## config.mk

```make
export PLATFORM = sky130hd
export DESIGN_NAME = osd_spi_tx
export DESIGN_NICKNAME = d
export VERILOG_FILES = /design/src/rtl/osd_spi_tx_pkg.sv /design/src/rtl/osd_spi_sck_tick.sv /design/src/rtl/osd_spi_tx.sv
export SDC_FILE = /design/constraint.sdc
export NUM_CORES = 1
export LEC_CHECK = 0
export BUFFER_PORTS_ARGS = -buffer_cell sky130_fd_sc_hd__buf_4
export CAP_MARGIN = 15
export CORE_UTILIZATION = 50
export CTS_BUF_LIST = sky130_fd_sc_hd__clkbuf_4 sky130_fd_sc_hd__clkbuf_8
export DETAILED_ROUTE_END_ITERATION = 16
export PLACE_DENSITY = 0.7
export SLEW_MARGIN = 20
export SYNTH_ARGS = -nofsm -noshare
export SYNTH_HDL_FRONTEND = slang
export SYNTH_SLANG_ARGS = --single-unit
```

## constraint.sdc

```tcl
create_clock -name clk_sys -period 3.25 [get_ports clk_sys]
set_input_delay 0.325 -clock clk_sys [delete_from_list [all_inputs] [get_ports clk_sys]]
set_output_delay 0.325 -clock clk_sys [all_outputs]
set_load 0.01 [all_outputs]
```

## src/rtl/osd_spi_tx_pkg.sv

```systemverilog
// Shared constants, encodings and helpers for the OSD SPI command master.
// OSD_TX_FRAME_EN widens the byte counter and enables the full-frame op.
package osd_spi_tx_pkg;

    localparam logic [7:0] OSD_CMD_WRITE  = 8'h20;
    localparam logic [7:0] OSD_CMD_ENABLE = 8'h40;
    localparam int         OSD_LINE_BYTES = 256;
    localparam int         OSD_LINES      = 8;

`ifdef OSD_TX_FRAME_EN
    localparam int BCNT_W = 12;
`else
    localparam int BCNT_W = 9;
`endif

    typedef logic [BCNT_W-1:0] bcnt_t;

    typedef enum logic [1:0] {
        OP_ENABLE = 2'd0,
        OP_LINE   = 2'd1,
        OP_FRAME  = 2'd2,
        OP_RSVD   = 2'd3
    } op_e;

    typedef enum logic [2:0] {
        ST_IDLE  = 3'd0,
        ST_SETUP = 3'd1,
        ST_SHIFT = 3'd2,
        ST_STALL = 3'd3,
        ST_HOLD  = 3'd4,
        ST_GAP   = 3'd5
    } state_e;

    function automatic logic [7:0] cmd_byte(op_e op, logic [2:0] line, logic en);
        case (op)
            OP_ENABLE: return OSD_CMD_ENABLE | {7'd0, en};
            OP_LINE:   return OSD_CMD_WRITE | {5'd0, line};
            default:   return OSD_CMD_WRITE;
        endcase
    endfunction

    function automatic bcnt_t payload_len(op_e op);
        case (op)
            OP_LINE:  return bcnt_t'(OSD_LINE_BYTES);
`ifdef OSD_TX_FRAME_EN
            OP_FRAME: return bcnt_t'(OSD_LINE_BYTES * OSD_LINES);
`endif
            default:  return '0;
        endcase
    endfunction

    function automatic logic op_has_spi(op_e op);
        case (op)
            OP_ENABLE, OP_LINE: return 1'b1;
`ifdef OSD_TX_FRAME_EN
            OP_FRAME:           return 1'b1;
`endif
            default:            return 1'b0;
        endcase
    endfunction

endpackage

```

## src/rtl/osd_spi_sck_tick.sv

```systemverilog
// Half-period tick generator: pulses every CLK_DIV cycles while run_i is high.
// clear_i restarts the count so the next half-period is always full length.
module osd_spi_sck_tick #(
    parameter int CLK_DIV = 2
) (
    input  logic clk_sys,
    input  logic reset_n,
    input  logic run_i,
    input  logic clear_i,
    output logic tick_o
);

    localparam int            CW   = $clog2(CLK_DIV) + 1;
    localparam logic [CW-1:0] LAST = CW'(CLK_DIV - 1);

    logic [CW-1:0] cnt_q, cnt_d;

    always_comb begin
        cnt_d = cnt_q;
        if (clear_i)
            cnt_d = '0;
        else if (run_i)
            cnt_d = (cnt_q == LAST) ? '0 : cnt_q + 1'b1;
    end

    assign tick_o = run_i && !clear_i && (cnt_q == LAST);

    always_ff @(posedge clk_sys or negedge reset_n) begin
        if (!reset_n)
            cnt_q <= '0;
        else
            cnt_q <= cnt_d;
    end

endmodule

```

## src/rtl/osd_spi_tx.sv

```systemverilog
// SPI master serialising OSD commands and line/frame payloads onto SCK/SS3/DI.
// Build with OSD_TX_FRAME_EN to stream a whole 2048-byte frame for cmd_op=2.
module osd_spi_tx
    import osd_spi_tx_pkg::*;
#(
    parameter int CLK_DIV = 2,
    parameter int SS_GAP  = 4
) (
    input  logic       clk_sys,
    input  logic       reset_n,
    input  logic       cmd_valid,
    output logic       cmd_ready,
    input  logic [1:0] cmd_op,
    input  logic [2:0] cmd_line,
    input  logic       cmd_en,
    input  logic       dat_valid,
    output logic       dat_ready,
    input  logic [7:0] dat_byte,
    output logic       busy,
    output logic       done,
    output logic       SPI_SCK,
    output logic       SPI_SS3,
    output logic       SPI_DI
);

    localparam int            GW       = $clog2(SS_GAP + 1);
    localparam logic [GW-1:0] GAP_LAST = GW'(SS_GAP - 1);

    state_e        state_q;
    logic          sck_q, ss_q, di_q;
    logic          cmd_ready_q, dat_ready_q, busy_q, done_q;
    logic [6:0]    sh_q;
    logic [2:0]    bit_q;
    bcnt_t         bcnt_q;
    logic [GW-1:0] gap_q;

    op_e        op;
    logic [7:0] cb;
    logic       hs;
    logic       run, tick;

    assign op  = op_e'(cmd_op);
    assign cb  = cmd_byte(op, cmd_line, cmd_en);
    assign hs  = cmd_valid && cmd_ready_q;
    assign run = (state_q == ST_SETUP) || (state_q == ST_SHIFT)
              || (state_q == ST_HOLD);

    osd_spi_sck_tick #(.CLK_DIV(CLK_DIV)) u_tick (
        .clk_sys (clk_sys),
        .reset_n (reset_n),
        .run_i   (run),
        .clear_i (!run),
        .tick_o  (tick)
    );

    always_ff @(posedge clk_sys or negedge reset_n) begin
        if (!reset_n) begin
            state_q     <= ST_IDLE;
            sck_q       <= 1'b0;
            ss_q        <= 1'b1;
            di_q        <= 1'b0;
            cmd_ready_q <= 1'b0;
            dat_ready_q <= 1'b0;
            busy_q      <= 1'b0;
            done_q      <= 1'b0;
            sh_q        <= '0;
            bit_q       <= '0;
            bcnt_q      <= '0;
            gap_q       <= '0;
        end else begin
            dat_ready_q <= 1'b0;
            done_q      <= 1'b0;
            unique case (state_q)
                ST_IDLE: begin
                    cmd_ready_q <= 1'b1;
                    if (hs) begin
                        cmd_ready_q <= 1'b0;
                        if (op_has_spi(op)) begin
                            state_q <= ST_SETUP;
                            busy_q  <= 1'b1;
                            ss_q    <= 1'b0;
                            di_q    <= cb[7];
                            sh_q    <= cb[6:0];
                            bit_q   <= 3'd7;
                            bcnt_q  <= payload_len(op);
                        end else begin
                            done_q <= 1'b1;
                        end
                    end
                end
                // SETUP doubles as the low half of bit 7
                ST_SETUP: begin
                    if (tick) begin
                        sck_q   <= 1'b1;
                        state_q <= ST_SHIFT;
                    end
                end
                ST_SHIFT: begin
                    if (tick) begin
                        sck_q <= !sck_q;
                        if (sck_q) begin
                            if (bit_q != 3'd0) begin
                                bit_q <= bit_q - 3'd1;
                                di_q  <= sh_q[6];
                                sh_q  <= {sh_q[5:0], 1'b0};
                            end else if (bcnt_q == '0) begin
                                state_q <= ST_HOLD;
                            end else if (dat_valid) begin
                                dat_ready_q <= 1'b1;
                                di_q        <= dat_byte[7];
                                sh_q        <= dat_byte[6:0];
                                bit_q       <= 3'd7;
                                bcnt_q      <= bcnt_q - 1'b1;
                            end else begin
                                state_q <= ST_STALL;
                            end
                        end
                    end
                end
                // resume with a full low half-period before the next rise
                ST_STALL: begin
                    if (dat_valid) begin
                        state_q     <= ST_SHIFT;
                        dat_ready_q <= 1'b1;
                        di_q        <= dat_byte[7];
                        sh_q        <= dat_byte[6:0];
                        bit_q       <= 3'd7;
                        bcnt_q      <= bcnt_q - 1'b1;
                    end
                end
                ST_HOLD: begin
                    if (tick) begin
                        ss_q    <= 1'b1;
                        done_q  <= 1'b1;
                        gap_q   <= GAP_LAST;
                        state_q <= ST_GAP;
                    end
                end
                ST_GAP: begin
                    if (gap_q == '0) begin
                        state_q     <= ST_IDLE;
                        busy_q      <= 1'b0;
                        cmd_ready_q <= 1'b1;
                    end else begin
                        gap_q <= gap_q - 1'b1;
                    end
                end
                default: state_q <= ST_IDLE;
            endcase
        end
    end

    assign cmd_ready = cmd_ready_q;
    assign dat_ready = dat_ready_q;
    assign busy      = busy_q;
    assign done      = done_q;
    assign SPI_SCK   = sck_q;
    assign SPI_SS3   = ss_q;
    assign SPI_DI    = di_q;

endmodule

```

==> results.tsv, run 1 <==
stage	metric	value	unit
finish	nets	263	
timing	skew final	0.00511	ns
synthesis	post-synthesis cell area	1970	um2
setup_path	worst r2r dst	bcnt_q[7]$_DFFE_PN0P_	
run_status	outcome	completed	
power_and_ir_drop	Lkg Pwr	1.05	nW
cts	Sinks on Clock Net	34	
die	die area	4200	um2
placed_design	placed cell count	280	
timing	Final Hold Viols	0	
setup_path	Worst Path Required	3.46	ns
global_routing	first-pass GRT wire length	7830	um
setup_path	CP startpoint	state_q[0]$_DFFE_PN0P_	
power_and_ir_drop	switching part of the total	41.9	%
cts	clk buf depth	2	
setup_path	critical path class	flop to flop	
finish	fin cells	289	
routing	final wirelength	4650	um
hold_path	Worst Hold Depth	2	
global_routing	gr usage total	24.6	%
die	row count	22	
power_and_ir_drop	maximum vdd drop	531	uV
finish	Register Area	852	um2
synthesis	yosys warns	0	
synthesis	top post-synthesis cells by count	dfrtp_1 (33), nor2_1 (20), nand2_1 (16)	
synthesis	Synth async-reset ratio	100	%
power_and_ir_drop	Clock power frac	17.5	%
synthesis	Synth Instances	216	
power_and_ir_drop	Tot Pwr	2.08	mW
routing	vias	1806	
routing	antenna viol nets, final	0	
die	Die W	64.8	um
synthesis	top cells by area, synth	dfrtp_1 (42%), nor2_1 (3.8%), a21oi_1 (3.3%)	
cts	H-Tree Depth	2	
cts	postcts setup bufs	0	
routing	average wire per standard cell	16.1	um
synthesis	top_reg_cell synth	dfrtp_1	
setup_path	Setup crit end	bcnt_q[7]$_DFFE_PN0P_	
global_routing	vias in the first global route	1746	
timing	Final setup viols	0	
setup_path	startpoint types	flop	
setup_path	reg-to-reg startpoint	state_q[0]$_DFFE_PN0P_	
synthesis	average cell area after synthesis	9.12	um2
cts	CTS clk-pin slew, worst paths	0.07	ns
power_and_ir_drop	total power per unit cell area	906	nW/um2
setup_path	CP max FO	20	
synthesis	Post-synth EDFFs	0	
cts	total CTS buffers	5	
placed_design	GP Congestion	0.914	
cts	Post-CTS Resized	0	
placed_design	Place WS	0.932	ns
placed_design	Port Buf Inserts	24	
setup_path	max incr delay on CP	0.75	ns
synthesis	Seq cells post-synth	34	
global_routing	initial antenna violation count	0	
cts	hold buffers post-CTS	1	
die	Starting Density	53.0	%
timing	post-route setup slack	0.890	ns
synthesis	top-area cell type share of the netlist area	41.9	%
finish	Multi-input gate area	1030	um2
power_and_ir_drop	Switch Pwr	0.873	mW
routing	residual DRC count	0	
die	Die Ht	64.8	um
routing	First-pass DRT Iterations	4	
finish	share of layout cells above drive strength 1	19.5	%
cts	CTS root buf	clkbuf_8	
finish	fillers	334	
die	core box area	3720	um2
synthesis	cell with the most instances after synthesis	dfrtp_1	
synthesis	Syn Nets	239	
cts	CTS tree	done	
routing	vias per cell	6.25	
global_routing	pin count of the biggest net entering global routing	35	
cts	Worst-Skew Late Latency	0.29	ns
timing	max-slew violations	0	
timing	Least-Margin Pin Slew	0.636	ns
synthesis	Synth area leader	dfrtp_1	
finish	Antenna Cells	0	
power_and_ir_drop	Gate power share	45.7	%
setup_path	Worst R2R Setup Slack	0.89	ns
setup_path	slowest CP cell	dfrtp_1	
power_and_ir_drop	internal power	1.21	mW
flow_run	Max Cap Viol	0	
hold_path	Worst Hold Class	input port to flop	
global_routing	GRT overflow	0	
timing	Min Clock Period, post-route	2.36	ns
synthesis	register area share after synthesis	43.2	%
setup_path	CP endpoint kind	flop	
timing	RSZ-0062 raised after global routing	false	
timing	period utilization	72.6	%
setup_path	worst path cell trace	inv_2, a31oi_1, nand4_2, or4_1, a21oi_1	
power_and_ir_drop	sequential power share	36.9	%
timing	Fmax	0.424	GHz
timing	Max-slew headroom	57.2	%
die	Ports	25	
placed_design	DP HPWL	3280	um
setup_path	CP Data Arrival Time	2.57	ns
finish	area grow syn2layout	16.7	%
timing	setup TNS	0	ns
routing	DRT iter0 DRCs	97	
setup_path	Reg2Reg Depth	5	
synthesis	number of distinct library cells after synthesis	57	
[final cells by class]
class                      count  area share [%]
multi-input combinational    161            44.8
sequential                    34            37.1
timing repair buffer          27            8.92
clock buffer                   8            4.79
tap                           48            2.61
inverter                      11            1.80
[per-layer routing]
layer,track usage [%],wire [um]
met1,30.3,1960
met2,41.3,2340
met3,6.34,309
met4,8.61,41
met5,0,0
[worst max-delay path, delay by kind of cell, from the launching register on]
kind	cells	cell delay (ns)
compound gates	2	0.64
flops	1	0.75
simple gates	2	0.70
buf+inv	1	0.20
[cells in the final DEF (no fill, tap or decap), types with 3 or more instances in the layout]
cell and n:
a211oi_1 3, a21oi_1 13, a221oi_1 4, a22oi_1 3, a2bb2oi_1 3, a31oi_1 3
and2_1 3, buf_4 26, clkbuf_8 8, dfrtp_1 33, ha_1 5, inv_1 10
nand2_1 16, nand2b_1 6, nor2_1 20, nor2b_1 4, nor3_1 10, nor3b_1 4
nor4_1 3, o21ai_0 11, o22ai_1 3, o31ai_1 3, or4_1 3, xor2_1 3
[power groups by stage]
stage          clock network (mW)  logic (mW)  registers, mW
2_1_floorplan                   0       0.752          0.707
3_3_place_gp                    0       0.900          0.759
3_5_place_dp                    0       0.947          0.767
4_1_cts                     0.374       0.950          0.762
5_1_grt                     0.393        1.06          0.794
6_report                    0.364       0.951          0.768
[metrics by stage]
step                      hold slack [ns]  cell area (um2)  util (%)
after floorplan                    0.0294             1970         -
after global placement              0.291             2180      58.7
after detailed placement            0.300             2180      58.7
after CTS                           0.315             2300      61.9
after global routing                0.314             2300      61.9
final                               0.317             2300      61.9
[worst min-delay path by stage]
stage	start	to	slack, ns
detailed placement	reset_n	bcnt_q[0]$_DFFE_PN0P_	0.30
finish	cmd_op[1]	done$_DFF_PN0_	0.32
global route	cmd_op[1]	done$_DFF_PN0_	0.31
CTS	cmd_op[1]	done$_DFF_PN0_	0.31
floorplan	reset_n	SPI_DI$_DFFE_PN0P_	0.03
global placement	reset_n	bcnt_q[5]$_DFFE_PN0P_	0.29
[registers in the layout (all words and copies together), names as in the netlist]
signal and flops:
SPI_DI 1, done 1, bit_q 3, SPI_SS3 1, state_q 3, bcnt_q 9, cmd_ready 1, busy 1
dat_ready 1, SPI_SCK 1, gap_q 3, sh_q 7, u_tick.cnt_q 2
[kinds of logic after synthesis]
logic type	share of synthesized area (%)
AND/OR/NAND/NOR	24.7
multiplexers	1.02
adder cells (fa/ha/maj)	3.17
flip-flops	43.2
AO/OA/AOI/OAI	21.7
buffers and inverters	4.44
XOR/XNOR	1.78
Power figures use the tool's default switching activity.
==> run 2, diff against run 1 <==
Settings changed: ABC_AREA from default to 1.
Clock period 3.25 ns to 2.3 ns, I/O delays scaled along.
==> run 2 against run 1 <==
Compared with the run above: die area is 18% higher; non-clock buffer count down 2; global-route usage is 2.2 points lower; area after synthesis is 18% higher; synthesized cell count is 60% higher; first-iteration DRC count increased by 65%; largest cell class unchanged; worst setup slack got worse by 0.36 ns.
==> results.tsv, run 2 <==
stage	metric	value	unit	change
global_routing	GRT overflow	0		unchanged
placed_design	Port Buf Inserts	24		unchanged
setup_path	delay-heaviest family, CP	simple AND/OR/NAND/NOR gates		
hold_path	Worst Hold Class	input port to flop		
timing	Fmax	0.565	GHz	+33%
timing	max-slew violations	0		unchanged
placed_design	placed cell count	414		+48%
setup_path	Setup crit end	bcnt_q[4]$_DFFE_PN0P_		
timing	Final setup viols	0		unchanged
run_status	outcome	completed		
setup_path	critical path class	flop to flop		
routing	vias per cell	5.07		-19%
synthesis	number of distinct library cells after synthesis	34		-40%
setup_path	most frequent cell on the critical path	nand2_1		
setup_path	max incr delay on CP	0.45	ns	-0.30 ns
routing	DRT iter0 DRCs	160		+65%
setup_path	CP endpoint kind	flop		
synthesis	Post-synth EDFFs	0		unchanged
power_and_ir_drop	Lkg Pwr	1.49	nW	+42%
cts	postcts setup bufs	0		unchanged
power_and_ir_drop	maximum vdd drop	591	uV	+11%
timing	Least-Margin Pin Slew	0.433	ns	-0.203 ns
synthesis	post-synthesis cell area	2330	um2	+18%
global_routing	gr usage total	22.4	%	-2.2 points
setup_path	Worst R2R Setup Slack	0.53	ns	-0.36 ns
setup_path	startpoint types	flop		
die	Die W	70.3	um	+8.5%
setup_path	Reg2Reg Depth	9		+4
synthesis	Synth Instances	345		+60%
routing	residual DRC count	0		unchanged
setup_path	CP max FO	21		+5.0%
power_and_ir_drop	total power per unit cell area	1410	nW/um2	+56%
synthesis	average cell area after synthesis	6.76	um2	-26%
routing	vias	2146		+19%
setup_path	critical path depth in cells	9		+4
routing	average wire per standard cell	11.9	um	-26%
timing	Max-slew headroom	71.1	%	+14 points
synthesis	Synth area leader	dfrtp_1		
die	core box area	4410	um2	+19%
die	die area	4940	um2	+18%
cts	CTS clk-pin slew, worst paths	0.07	ns	about the same
synthesis	yosys warns	0		unchanged
synthesis	register area share after synthesis	36.5	%	-6.7 points
setup_path	CP Data Arrival Time	2.00	ns	-0.57 ns
synthesis	Syn Nets	368		+54%
finish	area grow syn2layout	13.4	%	
finish	most frequent cells in the layout	nand2_1 (128), nand3_1 (40), nor2_1 (36), inv_1 (34), dfrtp_1 (33)		
synthesis	Seq cells post-synth	34		unchanged
global_routing	first-pass GRT wire length	8730	um	+11%
timing	Final Hold Viols	0		unchanged
finish	fillers	434		+30%
routing	antenna viol nets, final	0		unchanged
finish	fin cells	423		+46%
finish	share of layout cells above drive strength 1	15.6	%	-3.9 points
timing	RSZ-0062 raised after global routing	false		
timing	Min Clock Period, post-route	1.77	ns	-0.589 ns
routing	final wirelength	5030	um	+8.2%
cts	CTS tree	done		
finish	Post-Layout Inst Area	2640	um2	+15%
setup_path	slowest CP cell	dfrtp_1		
finish	Largest regs	bcnt_q x9, sh_q x7		
die	Ports	25		unchanged
global_routing	initial antenna violation count	0		unchanged
setup_path	worst r2r dst	bcnt_q[4]$_DFFE_PN0P_		
global_routing	pin count of the biggest net entering global routing	35		unchanged
finish	Register Area	852	um2	unchanged
cts	H-Tree Depth	2		unchanged
synthesis	top post-synthesis cells by count	nand2_1 (128), nand3_1 (40), nor2_1 (36)		
placed_design	DP HPWL	3690	um	+13%
setup_path	WP buf/inv	1		unchanged
cts	Sinks on Clock Net	34		unchanged
timing	skew final	0.00238	ns	-0.00273 ns
die	Starting Density	52.8	%	-0.20 points
die	row count	24		+9.1%
synthesis	top cells by area, synth	dfrtp_1 (35%), nand2_1 (21%), nand3_1 (8.6%)		
flow_run	Max Cap Viol	0		unchanged
setup_path	Worst Path Required	2.53	ns	-0.93 ns
routing	First-pass DRT Iterations	4		unchanged
timing	setup TNS	0	ns	unchanged
finish	Largest Register	bcnt_q		
global_routing	vias in the first global route	2012		+15%
cts	Worst-Skew Late Latency	0.28	ns	about the same
timing	post-route setup slack	0.529	ns	-0.361 ns
timing	period utilization	77.0	%	+4.4 points
placed_design	Place WS	0.557	ns	-0.375 ns
synthesis	top_reg_cell synth	dfrtp_1		
setup_path	reg-to-reg startpoint	state_q[2]$_DFFE_PN0P_		
placed_design	Placed Area	2520	um2	+16%
cts	total CTS buffers	5		unchanged
placed_design	GP Congestion	0.815		-11%
cts	clk buf depth	2		unchanged
finish	nets	393		+49%
setup_path	CP startpoint	state_q[2]$_DFFE_PN0P_		
cts	CTS root buf	clkbuf_8		
die	Die Ht	70.3	um	+8.5%
finish	commonest non-fill, non-tap cell in the layout	nand2_1		
synthesis	top-area cell type share of the netlist area	35.4	%	-6.5 points
finish	Core Util, Final	59.9	%	-2.0 points
setup_path	worst path cell trace	inv_2, nand2_4, nor2_8, nand2_1, nand3_1, nor2_4, nand2_2, nand2_1, nand2_1		
finish	Multi-input gate area	1270	um2	+24%
finish	Largest register FFs	9		unchanged
finish	Antenna Cells	0		unchanged
synthesis	cell with the most instances after synthesis	nand2_1		
synthesis	Synth async-reset ratio	100	%	unchanged
## run 2: cell types whose count changed after synthesis, moves of 6 or more
cell,previous run,this run
nand2_1,16,128
nand3_1,2,40
inv_1,10,34
nor2_1,20,36
nor3_1,10,0
a21oi_1,13,6
nand2_2,0,7
nand2b_1,6,0
## run 2: per-stage QoR
stage | power [mW] | hold slack [ns]
floorplan | 2.83 | -0.0656
global placement | 3.18 | 0.206
detailed placement | 3.22 | 0.211
CTS | 3.76 | 0.240
global route | 4.14 | 0.232
finish | 3.74 | 0.239
## run 2: cell families (layout without fill, tap and decap cells)
family          Yosys count  count (layout)  share of synthesized area [%]
buf+inv                  47              73                           8.85
fa+ha+maj                 5               5                           2.68
simple gates            227             227                           43.8
xor+xnor                  4               4                           1.50
flops                    34              34                           36.5
compound gates           28              28                           6.60
## run 2: repair_timing
action | in CTS | in global routing
gates resized for setup | 0 | 0
hold buffers | 1 | 0
endpoints found under the hold margin | 33 | 0
## run 2: cell type report
type | count | area share [%]
Clock buffer | 8 | 4.16
Inverter | 40 | 5.77
Multi-Input combinational cell | 264 | 48.2
Sequential cell | 34 | 32.2
Tap cell | 52 | 2.46
Timing Repair Buffer | 25 | 7.19
## run 2: worst reg2reg max path, cell delays in order, from the launching register on
cell and delay, ns:
dfrtp_1 0.45, inv_2 0.13, nand2_4 0.17, nor2_8 0.27, nand2_1 0.13, nand3_1 0.20
nor2_4 0.06, nand2_2 0.16, nand2_1 0.08, nand2_1 0.07
## run 2: report_power, final
group	switching, mW	leakage [nW]	internal (mW)
Sequential	0.218	0.431	0.845
Clock	0.223	0.0575	0.303
Combinational	1.42	1.00	0.735
## run 2: worst min-delay path by stage
stage / start / end / slack, ns / depth (start not counted)
floorplan: reset_n / SPI_DI$_DFFE_PN0P_ / -0.07 / 0
global placement: reset_n / SPI_DI$_DFFE_PN0P_ / 0.21 / 1
detailed placement: reset_n / SPI_DI$_DFFE_PN0P_ / 0.21 / 1
CTS: cmd_op[1] / done$_DFF_PN0_ / 0.24 / 2
global route: cmd_op[1] / done$_DFF_PN0_ / 0.23 / 2
finish: cmd_op[1] / done$_DFF_PN0_ / 0.24 / 2
## run 2: routing by layer
metal	share of wire, %	global-route usage [%]
met4	0.52	6.00
met3	3.6	5.19
met5	0	0
met2	47	36.7
met1	49	29.4
==> run 3, diff against run 2 <==
Settings changed: PLACE_DENSITY 0.7 to 0.72.
Clock period 2.3 ns to 1.6 ns, I/O delays scaled along.
==> run 3 against run 2 <==
Compared with the run above: global-route usage grew 0.70 points; flip-flop and latch count is the same; hold slack lost 0.059 ns; clock skew grew 0.0081 ns; via count grew 8.1%; non-clock buffer count grew 24; maximum frequency grew 17%; critical endpoint is now sh_q[1]$_DFFE_PN0P_; largest cell class unchanged; highest routed layer unchanged.
==> results.tsv, run 3 (same netlist as run 2, synthesis figures left out) <==
stage	metric	value	unit	change
flow_run	Max Cap Viol	0		unchanged
timing	Final setup viols	0		unchanged
finish	area grow syn2layout	26.7	%	
die	Die Ht	70.3	um	unchanged
setup_path	max incr delay on CP	0.41	ns	-0.04 ns
setup_path	startpoint types	flop		
timing	period utilization	94.4	%	+17 points
routing	DRT iter0 DRCs	111		-31%
setup_path	critical path class	flop to flop		
finish	most frequent cells in the layout	nand2_1 (123), buf_4 (48), nand3_1 (37), nor2_1 (33), dfrtp_1 (31)		
setup_path	most frequent cell on the critical path	nand2_1		
die	core box area	4410	um2	unchanged
cts	CTS clk-pin slew, worst paths	0.06	ns	about the same
timing	Least-Margin Pin Slew	0.441	ns	+0.00758 ns
routing	vias per cell	5.15		+1.6%
setup_path	CP max FO	7		-67%
die	row count	24		unchanged
routing	average wire per standard cell	12.4	um	+4.4%
finish	Largest register FFs	9		unchanged
timing	post-route setup slack	0.0895	ns	-0.439 ns
routing	residual DRC count	0		unchanged
setup_path	slowest CP cell	dfrtp_1		
power_and_ir_drop	Tot Pwr	6.29	mW	+68%
cts	Worst-Skew Late Latency	0.28	ns	about the same
finish	commonest non-fill, non-tap cell in the layout	nand2_1		
placed_design	DP HPWL	3820	um	+3.4%
hold_path	Worst Hold Class	input port to flop		
cts	total CTS buffers	5		unchanged
timing	RSZ-0062 raised after global routing	true		
routing	final wirelength	5590	um	+11%
finish	share of layout cells above drive strength 1	26.6	%	+11 points
die	Die W	70.3	um	unchanged
setup_path	CP Data Arrival Time	1.73	ns	-0.27 ns
cts	H-Tree Depth	2		unchanged
timing	max-slew violations	0		unchanged
cts	Sinks on Clock Net	34		unchanged
finish	Largest regs	bcnt_q x9, sh_q x7		
global_routing	GRT overflow	0		unchanged
die	die area	4940	um2	unchanged
setup_path	CP endpoint kind	flop		
global_routing	initial antenna violation count	0		unchanged
die	Ports	25		unchanged
setup_path	WP buf/inv	1		unchanged
global_routing	pin count of the biggest net entering global routing	35		unchanged
finish	Largest Register	bcnt_q		
routing	antenna viol nets, final	0		unchanged
placed_design	GP Congestion	0.912		+12%
global_routing	vias in the first global route	2092		+4.0%
setup_path	Worst Path Required	1.81	ns	-0.72 ns
finish	Core Util, Final	67.0	%	+7.1 points
cts	clk buf depth	2		unchanged
routing	First-pass DRT Iterations	4		unchanged
timing	Min Clock Period, post-route	1.51	ns	-0.261 ns
global_routing	first-pass GRT wire length	9230	um	+5.7%
die	Starting Density	52.8	%	unchanged
cts	CTS tree	done		
global_routing	gr usage total	23.1	%	+0.70 points
power_and_ir_drop	maximum vdd drop	1140	uV	+93%
cts	CTS root buf	clkbuf_8		
finish	nets	420		+6.9%
placed_design	Place WS	-0.0434	ns	-0.601 ns
setup_path	delay-heaviest family, CP	simple AND/OR/NAND/NOR gates		
placed_design	Port Buf Inserts	24		unchanged
routing	vias	2319		+8.1%
timing	Max-slew headroom	70.6	%	-0.51 points
run_status	outcome	completed		
power_and_ir_drop	Lkg Pwr	1.64	nW	+9.9%
timing	skew final	0.0104	ns	+0.00806 ns
timing	Final Hold Viols	0		unchanged
finish	Antenna Cells	0		unchanged
timing	Hold WS	0.181	ns	-0.0586 ns
power_and_ir_drop	total power per unit cell area	2130	nW/um2	+50%
setup_path	worst path cell trace	inv_2, ha_4, nand2_2, nor2_4, nand4_4, nand2_4, nand2_1, nand2_1		
timing	Fmax	0.662	GHz	+17%
==> run 3: cell types whose count changed in the layout (fill, tap and decap cells not counted), sizes merged <==
cell,previous run,this run
buf,24,48
nand2,137,139
nand4,3,4
==> run 3: report_power, final <==
part / internal, mW / switching [mW] / total [mW]
clock: 0.360 / 0.297 / 0.657
sequential: 1.22 / 0.297 / 1.52
combinational: 1.60 / 2.51 / 4.11
==> run 3: path summary, 6_finish.rpt <==
| check | startpoint | to | slack (ns) | depth (start not counted) |
|---|---|---|---|---|
| worst max-delay path | bcnt_q[0]$_DFFE_PN0P_ | sh_q[1]$_DFFE_PN0P_ | 0.09 | 8 |
| worst min-delay path | cmd_op[1] | done$_DFF_PN0_ | 0.18 | 2 |
| worst max register to register | bcnt_q[0]$_DFFE_PN0P_ | sh_q[1]$_DFFE_PN0P_ | 0.09 | 8 |
| worst min register to register | sh_q[4]$_DFFE_PN0P_ | sh_q[4]$_DFFE_PN0P_ | 0.48 | 2 |
| max in group asynchronous | reset_n | SPI_SS3$_DFFE_PN1P_ | 0.88 | 2 |
| min in group asynchronous | reset_n | sh_q[2]$_DFFE_PN0P_ | 0.37 | 2 |
==> run 3: timing repair <==
action | in CTS | in global routing
gates resized for setup | 5 | 29
hold buffers | 1 | 0
setup endpoints to repair | 9 | 26
setup buffers | 0 | 8
pin swaps | 0 | 7
endpoints found under the hold margin | 33 | 0
cloned | 0 | 3
==> run 3: area by class of cell <==
| cell class | instances | area, um2 |
|---|---|---|
| Fill cell | 385 | 1460 |
| Clock buffer | 8 | 91.3 |
| Sequential cell | 34 | 855 |
| Tap cell | 52 | 65.1 |
| Inverter | 40 | 158 |
| Timing Repair Buffer | 49 | 370 |
| Multi-Input combinational cell | 267 | 1420 |
==> run 3: metal layers <==
metal	global-route usage, %	up-vias	routed length, um
li1	-	1200	-
met1	31.4	1042	2650
met2	37.7	69	2530
met3	4.18	8	334
met4	6.00	0	74
met5	0	-	0
==> run 3: through the flow <==
stage	cells	TNS (ns)	area, um2
after global placement	430	0	2640
after detailed placement	430	-0.203	2640
after global routing	450	-0.0139	2960
final	450	0	2960
after CTS	439	0	2770
after floorplan	345	0	2330
